File: config.mk
export PLATFORM = sky130hd
export DESIGN_NAME = sech2_lut_arbiter
export DESIGN_NICKNAME = d
export VERILOG_FILES = /design/src/rtl/sech2_lut_arbiter.sv
export SDC_FILE = /design/constraint.sdc
export NUM_CORES = 1
export LEC_CHECK = 0
export CAP_MARGIN = 20
export CORE_MARGIN = 2
export CORE_UTILIZATION = 47
export DETAILED_ROUTE_END_ITERATION = 7
export GPL_ROUTABILITY_DRIVEN = 0
export HOLD_SLACK_MARGIN = 0.15
export PLACE_DENSITY = 0.94
export SYNTH_ARGS = -nofsm -noshare
export SYNTH_HDL_FRONTEND = slang
export SYNTH_SLANG_ARGS = --single-unit
export TNS_END_PERCENT = 20
File: constraint.sdc
create_clock -name clk -period 4.8 [get_ports clk]
set_input_delay 0.96 -clock clk [delete_from_list [all_inputs] [get_ports clk]]
set_output_delay 0.96 -clock clk [all_outputs]
set_load 0.01 [all_outputs]
File: src/rtl/sech2_lut_arbiter.sv
// Packet-locked round-robin arbiter in front of the shared sech2 LUT pipeline.
// Tags issued beats with the requester index and demuxes results back by tid.
module sech2_lut_arbiter #(
  parameter int N_REQ           = 4,
  parameter int ID_WIDTH        = 2,
  parameter int DATA_WIDTH_DATA = 16,
  parameter int DATA_WIDTH_RSLT = 16,
  parameter int MAX_INFLIGHT    = 4
) (
  input  logic                               clk,
  input  logic                               rstn,
  input  logic [N_REQ*DATA_WIDTH_DATA-1:0]   s_axis_req_tdata,
  input  logic [N_REQ-1:0]                   s_axis_req_tlast,
  input  logic [N_REQ-1:0]                   s_axis_req_tvalid,
  output logic [N_REQ-1:0]                   s_axis_req_tready,
  output logic [DATA_WIDTH_DATA-1:0]         m_axis_lut_tdata,
  output logic                               m_axis_lut_tlast,
  output logic [ID_WIDTH-1:0]                m_axis_lut_tid,
  output logic                               m_axis_lut_tvalid,
  input  logic                               m_axis_lut_tready,
  input  logic [DATA_WIDTH_RSLT-1:0]         s_axis_lut_tdata,
  input  logic                               s_axis_lut_tlast,
  input  logic [ID_WIDTH-1:0]                s_axis_lut_tid,
  input  logic                               s_axis_lut_tvalid,
  output logic                               s_axis_lut_tready,
  output logic [N_REQ*DATA_WIDTH_RSLT-1:0]   m_axis_rslt_tdata,
  output logic [N_REQ-1:0]                   m_axis_rslt_tlast,
  output logic [N_REQ-1:0]                   m_axis_rslt_tvalid,
  input  logic [N_REQ-1:0]                   m_axis_rslt_tready,
  output logic [N_REQ-1:0]                   grant,
  output logic [3:0]                         inflight,
  output logic                               err_bad_id
);

  typedef enum logic {IDLE, LOCKED} state_t;

  state_t                         state, state_nx;
  logic [ID_WIDTH-1:0]            grant_idx, last_grant, pick_idx;
  logic                           pick_found;
  logic [3:0]                     inflight_q;
  logic                           err_q;
  logic                           can_issue, issue_hs, result_hs, bad_id;
  logic [DATA_WIDTH_DATA-1:0]     g_data;
  logic                           g_last, g_valid;
  logic [N_REQ*DATA_WIDTH_RSLT-1:0] hold_data;
  logic [N_REQ-1:0]               hold_last;

  // Round-robin scan starting just after the previous winner, wrapping at N_REQ.
  always_comb begin
    pick_found = 1'b0;
    pick_idx   = '0;
    for (int k = 1; k <= N_REQ; k++) begin
      for (int i = 0; i < N_REQ; i++) begin
        if (!pick_found && s_axis_req_tvalid[i] &&
            ((int'(last_grant) + k == i) || (int'(last_grant) + k - N_REQ == i))) begin
          pick_found = 1'b1;
          pick_idx   = ID_WIDTH'(i);
        end
      end
    end
  end

  always_comb begin
    g_data  = '0;
    g_last  = 1'b0;
    g_valid = 1'b0;
    grant   = '0;
    for (int i = 0; i < N_REQ; i++) begin
      if (grant_idx == ID_WIDTH'(i)) begin
        g_data  = s_axis_req_tdata[i*DATA_WIDTH_DATA +: DATA_WIDTH_DATA];
        g_last  = s_axis_req_tlast[i];
        g_valid = s_axis_req_tvalid[i];
        grant[i] = (state == LOCKED);
      end
    end
  end

  // The cap compares against the registered count, so a same-cycle return
  // only frees a slot from the following cycle on.
  assign can_issue = (inflight_q < 4'(MAX_INFLIGHT));

  always_comb begin
    s_axis_req_tready = '0;
    m_axis_lut_tdata  = '0;
    m_axis_lut_tlast  = 1'b0;
    m_axis_lut_tid    = '0;
    m_axis_lut_tvalid = 1'b0;
    if (state == LOCKED) begin
      m_axis_lut_tdata  = g_data;
      m_axis_lut_tlast  = g_last;
      m_axis_lut_tid    = grant_idx;
      m_axis_lut_tvalid = g_valid & can_issue;
      for (int i = 0; i < N_REQ; i++) begin
        if (grant_idx == ID_WIDTH'(i)) begin
          s_axis_req_tready[i] = m_axis_lut_tready & can_issue;
        end
      end
    end
  end

  assign issue_hs = m_axis_lut_tvalid & m_axis_lut_tready;

  always_comb begin
    state_nx = state;
    case (state)
      IDLE:    if (pick_found) state_nx = LOCKED;
      LOCKED:  if (issue_hs && g_last) state_nx = IDLE;
      default: state_nx = IDLE;
    endcase
  end

  always_ff @(posedge clk or negedge rstn) begin
    if (!rstn) begin
      state      <= IDLE;
      grant_idx  <= '0;
      last_grant <= ID_WIDTH'(N_REQ - 1);
    end else begin
      state <= state_nx;
      if (state == IDLE && pick_found) begin
        grant_idx <= pick_idx;
      end
      if (state == LOCKED && issue_hs && g_last) begin
        last_grant <= grant_idx;
      end
    end
  end

  // Tags that name no requester are swallowed so the LUT never stalls on them.
  assign bad_id = ({1'b0, s_axis_lut_tid} >= (ID_WIDTH+1)'(N_REQ));

  always_comb begin
    m_axis_rslt_tvalid = '0;
    m_axis_rslt_tdata  = hold_data;
    m_axis_rslt_tlast  = hold_last;
    s_axis_lut_tready  = 1'b0;
    if (rstn) begin
      if (bad_id) begin
        s_axis_lut_tready = 1'b1;
      end else begin
        for (int i = 0; i < N_REQ; i++) begin
          if (s_axis_lut_tid == ID_WIDTH'(i)) begin
            m_axis_rslt_tvalid[i] = s_axis_lut_tvalid;
            s_axis_lut_tready     = m_axis_rslt_tready[i];
            if (s_axis_lut_tvalid) begin
              m_axis_rslt_tdata[i*DATA_WIDTH_RSLT +: DATA_WIDTH_RSLT] = s_axis_lut_tdata;
              m_axis_rslt_tlast[i] = s_axis_lut_tlast;
            end
          end
        end
      end
    end
  end

  assign result_hs = s_axis_lut_tvalid & s_axis_lut_tready;

  always_ff @(posedge clk or negedge rstn) begin
    if (!rstn) begin
      hold_data <= '0;
      hold_last <= '0;
    end else begin
      for (int i = 0; i < N_REQ; i++) begin
        if (s_axis_lut_tvalid && !bad_id && s_axis_lut_tid == ID_WIDTH'(i)) begin
          hold_data[i*DATA_WIDTH_RSLT +: DATA_WIDTH_RSLT] <= s_axis_lut_tdata;
          hold_last[i] <= s_axis_lut_tlast;
        end
      end
    end
  end

  always_ff @(posedge clk or negedge rstn) begin
    if (!rstn) begin
      inflight_q <= '0;
      err_q      <= 1'b0;
    end else begin
      case ({issue_hs, result_hs})
        2'b10:   inflight_q <= inflight_q + 4'd1;
        2'b01:   inflight_q <= inflight_q - 4'd1;
        default: inflight_q <= inflight_q;
      endcase
      if (result_hs && bad_id) begin
        err_q <= 1'b1;
      end
    end
  end

  assign inflight   = inflight_q;
  assign err_bad_id = err_q;

endmodule

# Word-level counts from Yosys, hierarchy flattened
# Cells that the tools add are included.
[totals]
reg_bits = 77
in_bits = 99
output_inout_bits = 106
word_cells = 229
[classes]
n_addsub = 10
n_lt_le_gt_ge = 1
n_eq_ne = 32
mux = 88
n_bitwise = 5
n_reduce_logical = 81
[op_table]
columns = ["cell", "count"]
rows = [
  ["$eq 32x3->1 const B", 8],
  ["$logic_not 32->1", 8],
  ["$mux 16", 13],
  ["$eq 32x2->1 const B", 4],
  ["$mux 64", 1],
  ["$mux 1", 54],
  ["$logic_and 1x1->1", 39],
  ["$mux 2", 15],
  ["$eq 4x3->1 const B", 6],
  ["$logic_or 1x1->1", 16],
  ["$logic_not 1->1", 15],
  ["$eq 4x2->1 const B", 3],
  ["$mux 4", 3],
  ["$sub 3x3->4 const B", 3],
  ["$eq 2x2->1 const B", 5],
  ["$eq 5x3->1 const B", 2],
  ["$pmux 4 s2", 1],
  ["$add 2x2->3 const B", 2],
  ["$eq 2x1->1 const B", 3],
  ["$eq 5x2->1 const B", 1],
  ["$sub 4x3->5 const B", 1],
  ["$add 2x3->4 const B", 1],
  ["$add 4x1->4 const B", 1],
  ["$and 1x1->1", 4],
  ["other kinds (7)", 8],
]

# Depth between registers and ports, before layout
# Gate-level depths: netlist of run 1.
[logic_depth]
word_depth = 68
ltp_mapped = 9
mapped_depth_nobuf = 8

# Least setup slack after synthesis of run 1
# No wires, ideal clock.
[synth_path]
kind = "input to register"
start = "in s_axis_lut_tid[0]"
end = "reg inflight_q[3], in the netlist inflight[3]"
setup_time_ps = 116
arrival_time_ps = 2948
setup_slack_ps = 1736
cell_stages = 8
path_cell_list = "clkbuf_8 mux4_2 and2b_2 ha_1 ha_1 a21oi_1 o21ai_0 o311ai_0"
[synth_via]
elab_chain_len = 9
[synth_lines]
columns = ["item", "line", "text"]
rows = [
  ["from (decl)", "23", "input logic [ID_WIDTH-1:0] s_axis_lut_tid,"],
  ["$logic_not 2->1", "141", "if (s_axis_lut_tid == ID_WIDTH'(i)) begin"],
  ["$mux 1 (3 in a row)", "141", ""],
  ["$mux 1 *", "141", ""],
  ["$mux 1 *", "136", "if (rstn) begin"],
  ["$and 1x1->1 *", "154", "assign result_hs = s_axis_lut_tvalid & s_axis_lut_tready;"],
  ["$eq 2x1->1 or $eq 2x2->1 (tied branches)", "175", "case ({issue_hs, result_hs})"],
  ["$pmux 4 s2 or $reduce_bool 2->1 (tied branches)", "--", ""],
  ["to (signal assigned)", "176", "2'b10: inflight_q <= inflight_q + 4'd1;"],
  ["to (signal assigned)", "177", "2'b01: inflight_q <= inflight_q - 4'd1;"],
  ["to (signal assigned)", "178", "default: inflight_q <= inflight_q;"],
  ["to (decl)", "40", "logic [3:0] inflight_q;"],
]
# Every way passes the cells marked *; elsewhere a longest branch is shown, timed or not.
# A chain may end at the register's enable or synchronous reset.

# Final worst setup path of run 1
[layout_path]
start = "in s_axis_lut_tid[1]"
end = "out m_axis_rslt_tdata[38]"
[layout_via]
elab_chain_len = 3
[layout_lines]
columns = ["item", "line", "text"]
rows = [
  ["$eq 2x2->1", "141", ""],
  ["$mux 16", "141", ""],
  ["$mux 64", "136", ""],
  ["to (decl)", "26", "output logic [N_REQ*DATA_WIDTH_RSLT-1:0] m_axis_rslt_tdata,"],
]
# Every way passes these cells.

==> results of run 1 <==
-- worst register-to-register path: stages, from the launching register on --
cell      delay [ns]
dfrtp_1         1.01
mux4_2          0.47
nand3_1         0.13
ha_1            0.32
ha_1            0.28
a21oi_1         0.23
o21ai_0         0.15
o311ai_0        0.34
-- synth_stat cells (all sizes together) (5+ instances only) --
master,n,area share
a21oi,5,0.0051
and2,23,0.030
buf,17,0.032
clkbuf,6,0.0067
dfrtp,75,0.39
inv,9,0.0069
mux2,120,0.29
mux4,19,0.088
nand2,60,0.049
nor2,5,0.0044
o21ai,5,0.0051
-- path summary, 6_finish.rpt --
| kind | startpoint | endpoint | slack [ns] |
|---|---|---|---|
| worst max-delay path | s_axis_lut_tid[1] | m_axis_rslt_tdata[38] | 0.60 |
| min in group clk | hold_data[25] | hold_data[25] | 0.51 |
| worst min register to register | hold_data[25] | hold_data[25] | 0.51 |
| max in group asynchronous | rstn | inflight[1] | 3.24 |
| worst max register to register | grant_idx[1] | inflight[3] | 1.77 |
| worst min-delay path | rstn | hold_last[2] | 0.41 |
-- registers in the layout, indices dropped and copies added, names as in the netlist --
name / flops
hold_last: 4
last_grant: 2
hold_data: 64
inflight: 4
grant_idx: 2
state: 1
-- layout make-up --
cell class                 count  area, um2  area share
clock buffer                  12        145      0.0204
clock inverter                 3       68.8     0.00966
inverter                      10       37.5     0.00527
multi-input combinational    282       2710       0.381
sequential                    77       1930       0.271
tap                          136        170      0.0239
timing repair buffer         207       2060       0.289
-- power by group --
part,internal (W),switching (W)
Clock,0.000307,0.000240
Sequential,0.000798,0.000154
Combinational,0.000949,0.000563
-- per-stage QoR --
step | std cells | setup WS, ns | hold slack (ns) | area, um2 | power (W)
detailed placement | 712 | 0.602 | 0.492 | 6910 | 0.00248
global placement | 712 | 0.656 | 0.483 | 6910 | 0.00243
finish | 727 | 0.602 | 0.413 | 7120 | 0.00301
global route | 727 | 0.449 | 0.394 | 7120 | 0.00319
CTS | 727 | 0.581 | 0.394 | 7120 | 0.00303
floorplan | 392 | 1.74 | 0.474 | 4860 | 0.00174
-- metal layers --
metal  vias to the layer above  wire [um]  global-route usage
met4                         0        286              0.0846
met3                        23       1140              0.0724
li1                       1791          -                   -
met2                       174       7170               0.452
met1                      1926       5250               0.278
met5                         -          0                   0
-- cell families after synthesis --
kind of cell,synth area share
other cells,0.000771
compound gates,0.0252
fa+ha+maj,0.0118
simple gates,0.134
mux,0.382
buf+inv,0.0460
xor+xnor,0.00360
flops,0.397
==> summary.md, run 1 <==
| Metric | Value |
|---|---|
| Status | `completed` |
| Commonest non-fill, non-tap cell in the layout | `clkdlybuf4s50_1` |
| Die W | `between 100 and 150 um` |
| All-Layer GR Usage | `0.249` |
| Core Util, Final | `0.699` |
| Crit-path cells | `clkdlybuf4s50_1 -> nor2b_4 -> nand3_4 -> mux2_4 -> clkdlybuf4s50_1` |
| Crit Path Max Fanout | `18` |
| Cell with the largest stage delay on the worst path | `clkdlybuf4s50_1` |
| Unrepaired setup endpoints after global routing | `no` |
| Most frequent CP cell | `clkdlybuf4s50_1` |
| Die area | `approximately 0.011 mm2` |
| Layout cells sized above 1 | `0.288` |
| # fillers | `roughly 740` |
| Pleak | `2.97 nW` |
| Worst path required time | `3.84 ns` |
| Max incr delay on CP | `~0.74 ns` |
| Port bufs | `203` |
| Critical Path Stages | `5` |
| Final number of setup-violating endpoints | `0` |
| Seq/Total Area, Yosys | `0.397` |
| Antenna Cells | `0` |
| Peak supply drop | `~0.00023 V` |
| Setup TNS | `0 ns` |
| DR vias/cell | `5.38` |
| Tmin final | `4.20 ns` |
| Worst Max-Slew Pin Slew | `1.02 ns` |
| Initial antenna violation count | `0` |
| Skew final | `~0.0026 ns` |
| Slew HR | `0.321` |
| Area delta synth->final | `46.4%` |
| Initial drt markers | `153` |
| Hold_buf cts | `0` |
| Worst Reg-to-Reg Cells | `7` |
| Crit end category | `output pin` |
| Io pins | `around 210` |
| Global-route wire length before repair | `around 22000 um` |
| Post-DP HPWL | `10000 um` |
| Async SR Flop Fraction | `1.00` |
| Grt total ovfl | `0` |
| Max-cap violations | `0` |
| Die H | `106 um` |
| Drt pass-1 iters | `4` |
| Final wirelength | `13900 um` |
| Startpoint types | `primary input` |
| Most frequent cells in the layout | `clkdlybuf4s50_1 (202), mux2_2 (99), dfrtp_1 (75), nand2_1 (57), and2_1 (22)` |
| Mapped Avg Cell Area | `12.4 um2` |
| Clock Pin Slew Worst Setup and Hold Paths | `0.08 ns` |
| CP bufs+invs | `2` |
| Post-CTS Resized | `0` |
| CTS H-tree lvls | `3` |
| Clk root buf | `clkbuf_8` |
| Final slew viol count | `0` |
| Arrival time worst endpoint | `about 3.2 ns` |
| Nets | `690` |
| PwrDens | `423 mW/mm2` |
| Row count | `37` |
| Maximum operating frequency | `238 MHz` |
| CP Class | `in -> out` |
| Final worst path period share | `0.875` |
| Starting Density | `0.478` |
| TritonCTS clock tree | `yes` |
| Clk sinks | `77` |
| Vias in the first global route | `4121` |
| Avg WL per Cell | `19.1 um` |
| CTS buffer count | `9` |
| Via count | `3914` |
| Setup bufs post-CTS | `0` |
| CP top delay family | `buffers and inverters` |
| Library cells used by synthesis | `56` |
| Hold Crit Class | `in -> async` |
| Synthesized area | `0.00486 mm2` |
| Max clock buf depth | `2` |
| Syn Nets | `495` |
| Final hold violations | `0` |
| Antenna-violating nets left | `0` |
| Yosys reg bits | `77` |
| Post-Syn Instances | `392` |
| Worst skew pair latency | `0.35 ns` |
| DR DRC count | `0` |
| Core ar. | `0.0102 mm2` |
| Primary FF master, synth | `dfrtp_1` |
| Post-synth EDFFs | `0` |
| Largest net degree at the start of global routing | `76` |
| Warnings, synthesis | `0` |
Power figures use the tool's default switching activity.
==> run 2: changes to the inputs <==
--- a/config.mk
+++ b/config.mk
@@ -5,13 +5,12 @@
 export SDC_FILE = /design/constraint.sdc
 export NUM_CORES = 1
 export LEC_CHECK = 0
-export CAP_MARGIN = 20
 export CORE_MARGIN = 2
-export CORE_UTILIZATION = 47
+export CORE_UTILIZATION = 39
 export DETAILED_ROUTE_END_ITERATION = 7
 export GPL_ROUTABILITY_DRIVEN = 0
 export HOLD_SLACK_MARGIN = 0.15
-export PLACE_DENSITY = 0.94
+export PLACE_DENSITY = 0.84
 export SYNTH_ARGS = -nofsm -noshare
 export SYNTH_HDL_FRONTEND = slang
 export SYNTH_SLANG_ARGS = --single-unit
==> constraint.sdc (replaced) <==
create_clock -name clk -period 3.45 [get_ports clk]
set_input_delay 0.69 -clock clk [delete_from_list [all_inputs] [get_ports clk]]
set_output_delay 0.69 -clock clk [all_outputs]
set_load 0.01 [all_outputs]
==> run 2 against run 1 <==
Against the previous run:
- routed wire length rose by 6.3%
- cell count increased by 5.6%
- register-to-register slack lost 0.85 ns
- combinational power is 45% higher
==> summary.md, run 2 (synthesis results as in run 1) <==
| Metric | Value |
|---|---|
| Inst Count DP | `754 (+5.9%)` |
| CTS H-tree lvls | `3 (unchanged)` |
| Cell area after placement | `0.00707 mm2 (+2.4%)` |
| Die W | `116 um (+9.4%)` |
| Layout cells sized above 1 | `0.298 (+0.0107)` |
| Hold Path Stages | `1` |
| Tmin final | `3.34 ns` |
| Worst Max-Slew Pin Slew | `0.988 ns (-0.0285 ns)` |
| Crit-path cells | `clkdlybuf4s50_1 -> buf_12 -> nor2b_4 -> nand3_4 -> buf_4 -> mux2_2 -> clkdlybuf4s50_1` |
| Initial antenna violation count | `0 (unchanged)` |
| CP top delay family | `buffers and inverters` |
| Max clock buf depth | `2 (unchanged)` |
| Avg WL per Cell | `19.2 um (+0.64%)` |
| Hold_buf cts | `0 (unchanged)` |
| Grt total ovfl | `0 (unchanged)` |
| Worst path required time | `2.76 ns (-1.08 ns)` |
| Worst setup margin | `0.112 ns (-0.489 ns)` |
| Crit Path Max Fanout | `8 (-10)` |
| Clk root buf | `clkbuf_16` |
| DR DRC count | `0 (unchanged)` |
| Max-cap violations | `0 (unchanged)` |
| All-Layer GR Usage | `0.217 (-0.0315)` |
| PwrDens | `597 mW/mm2 (+41%)` |
| Cell with the largest stage delay on the worst path | `clkdlybuf4s50_1` |
| Final wirelength | `14700 um (+6.3%)` |
| Vias in the first global route | `4236 (+2.8%)` |
| Non-Filler Instances | `768 (+5.6%)` |
| Peak supply drop | `0.000310 V (+37%)` |
| Critical Path Stages | `7 (+2)` |
| Max reg flops | `64 (unchanged)` |
| Pleak | `3.07 nW (+3.2%)` |
| Commonest non-fill, non-tap cell in the layout | `clkdlybuf4s50_1` |
| Global-route wire length before repair | `22300 um (+2.7%)` |
| CP Class | `in -> out` |
| Most flop-heavy register | `hold_data` |
| Startpoint types | `primary input` |
| TritonCTS clock tree | `yes` |
| Setup bufs post-CTS | `0 (unchanged)` |
| Final slew viol count | `0 (unchanged)` |
| Status | `completed` |
| Final instance area | `0.00735 mm2 (+3.3%)` |
| Final number of setup-violating endpoints | `0 (unchanged)` |
| Max incr delay on CP | `0.56 ns (-0.18 ns)` |
| Row count | `40 (+8.1%)` |
| Clock Pin Slew Worst Setup and Hold Paths | `0.06 ns (-0.02 ns)` |
| Nets | `700 (+1.4%)` |
| Die area | `0.0134 mm2 (+20%)` |
| Antenna Cells | `0 (unchanged)` |
| Most frequent CP cell | `clkdlybuf4s50_1` |
| Final worst path period share | `0.967` |
| Clk sinks | `77 (unchanged)` |
| Initial drt markers | `116 (-24%)` |
| Antenna-violating nets left | `0 (unchanged)` |
| Starting Density | `0.402 (-0.0760)` |
| Slew HR | `0.341 (+0.0197)` |
| Worst Reg-to-Reg Cells | `7 (unchanged)` |
| Skew final | `0.0114 ns (+0.00885 ns)` |
| Crit end category | `output pin` |
| Worst skew pair latency | `0.33 ns (-0.02 ns)` |
| Core ar. | `0.0121 mm2 (+19%)` |
| DR vias/cell | `5.20 (-3.4%)` |
| Unrepaired setup endpoints after global routing | `no` |
| Die H | `116 um (+9.4%)` |
| Final hold violations | `0 (unchanged)` |
| Most frequent cells in the layout | `clkdlybuf4s50_1 (202), mux2_2 (99), dfrtp_1 (75), nand2_1 (57), and2_1 (22)` |
| # fillers | `962 (+30%)` |
| Drt pass-1 iters | `4 (unchanged)` |
| Post-CTS Resized | `0 (unchanged)` |
| CP bufs+invs | `4 (+2)` |
| Arrival time worst endpoint | `2.65 ns (-0.59 ns)` |
| Hold Crit Class | `reg -> reg` |
| CTS buffer count | `9 (unchanged)` |
| Area delta synth->final | `51.2%` |
| Maximum operating frequency | `300 MHz` |
| Largest net degree at the start of global routing | `78 (+2.6%)` |
| Io pins | `205 (unchanged)` |
| Via count | `3995 (+2.1%)` |
| Post-place setup slack | `0.0278 ns (-0.574 ns)` |
| Port bufs | `203 (unchanged)` |
| Total power | `0.00439 W (+46%)` |
| Post-DP HPWL | `11000 um (+9.5%)` |
| Setup TNS | `0 ns (unchanged)` |
run 2: cell count changes in the layout (fill, tap and decap cells not counted), sizes merged:
| cell | before | now |
|---|---|---|
| inv | 10 | 9 |
| clkinv | 1 | 2 |
| buf | 5 | 15 |
| bufinv | 2 | 1 |
run 2: worst reg2reg max path: cells and delay by family, from the launching register on:
kind | cells | cell delay, ns
AOI/OAI and AO/OA | 3 | 0.69
and+or+nand+nor | 2 | 0.72
DFF | 1 | 0.45
adders and majority gates | 2 | 0.55
run 2: power by group:
| part | total (W) | switching, W | leakage [nW] | internal [W] |
|---|---|---|---|---|
| registers | 0.00128 | 0.000165 | 0.905 | 0.00111 |
| clock network | 0.000920 | 0.000349 | 0.139 | 0.000571 |
| logic | 0.00219 | 0.000854 | 2.03 | 0.00134 |
| total | 0.00439 | 0.00137 | 3.07 | 0.00302 |
run 2: area by class of cell:
| class | instances | area (um2) | share of cell area |
|---|---|---|---|
| clock buffers | 12 | 246 | 0.0335 |
| clock inverters | 2 | 35.0 | 0.00476 |
| inverters | 10 | 37.5 | 0.00510 |
| multi-input cells | 282 | 2710 | 0.369 |
| flip-flops and latches | 77 | 1930 | 0.262 |
| well taps | 168 | 210 | 0.0286 |
| repair buffers | 217 | 2180 | 0.297 |
run 2: per-stage QoR:
step / util / hold slack (ns)
floorplan: - / 0.394
global placement: 0.584 / 0.481
detailed placement: 0.584 / 0.487
CTS: 0.607 / 0.502
global route: 0.607 / 0.518
finish: 0.607 / 0.504
run 2: per-layer routing:
| metal | part of all wire | GRT usage |
|---|---|---|
| met4 | 0.020 | 0.0746 |
| met1 | 0.38 | 0.243 |
| met5 | 0 | 0 |
| met3 | 0.090 | 0.0680 |
| met2 | 0.51 | 0.392 |
run 2: final timing paths:
check	slack (ns)	from	endpoint
worst max-delay path	0.11	s_axis_lut_tid[0]	m_axis_rslt_tdata[44]
worst min-delay path	0.50	hold_data[31]	hold_data[31]
worst max register to register	0.92	inflight[3]	inflight[3]
worst min register to register	0.50	hold_data[31]	hold_data[31]
max in group asynchronous	2.13	rstn	hold_data[22]
min in group asynchronous	0.68	rstn	hold_data[35]
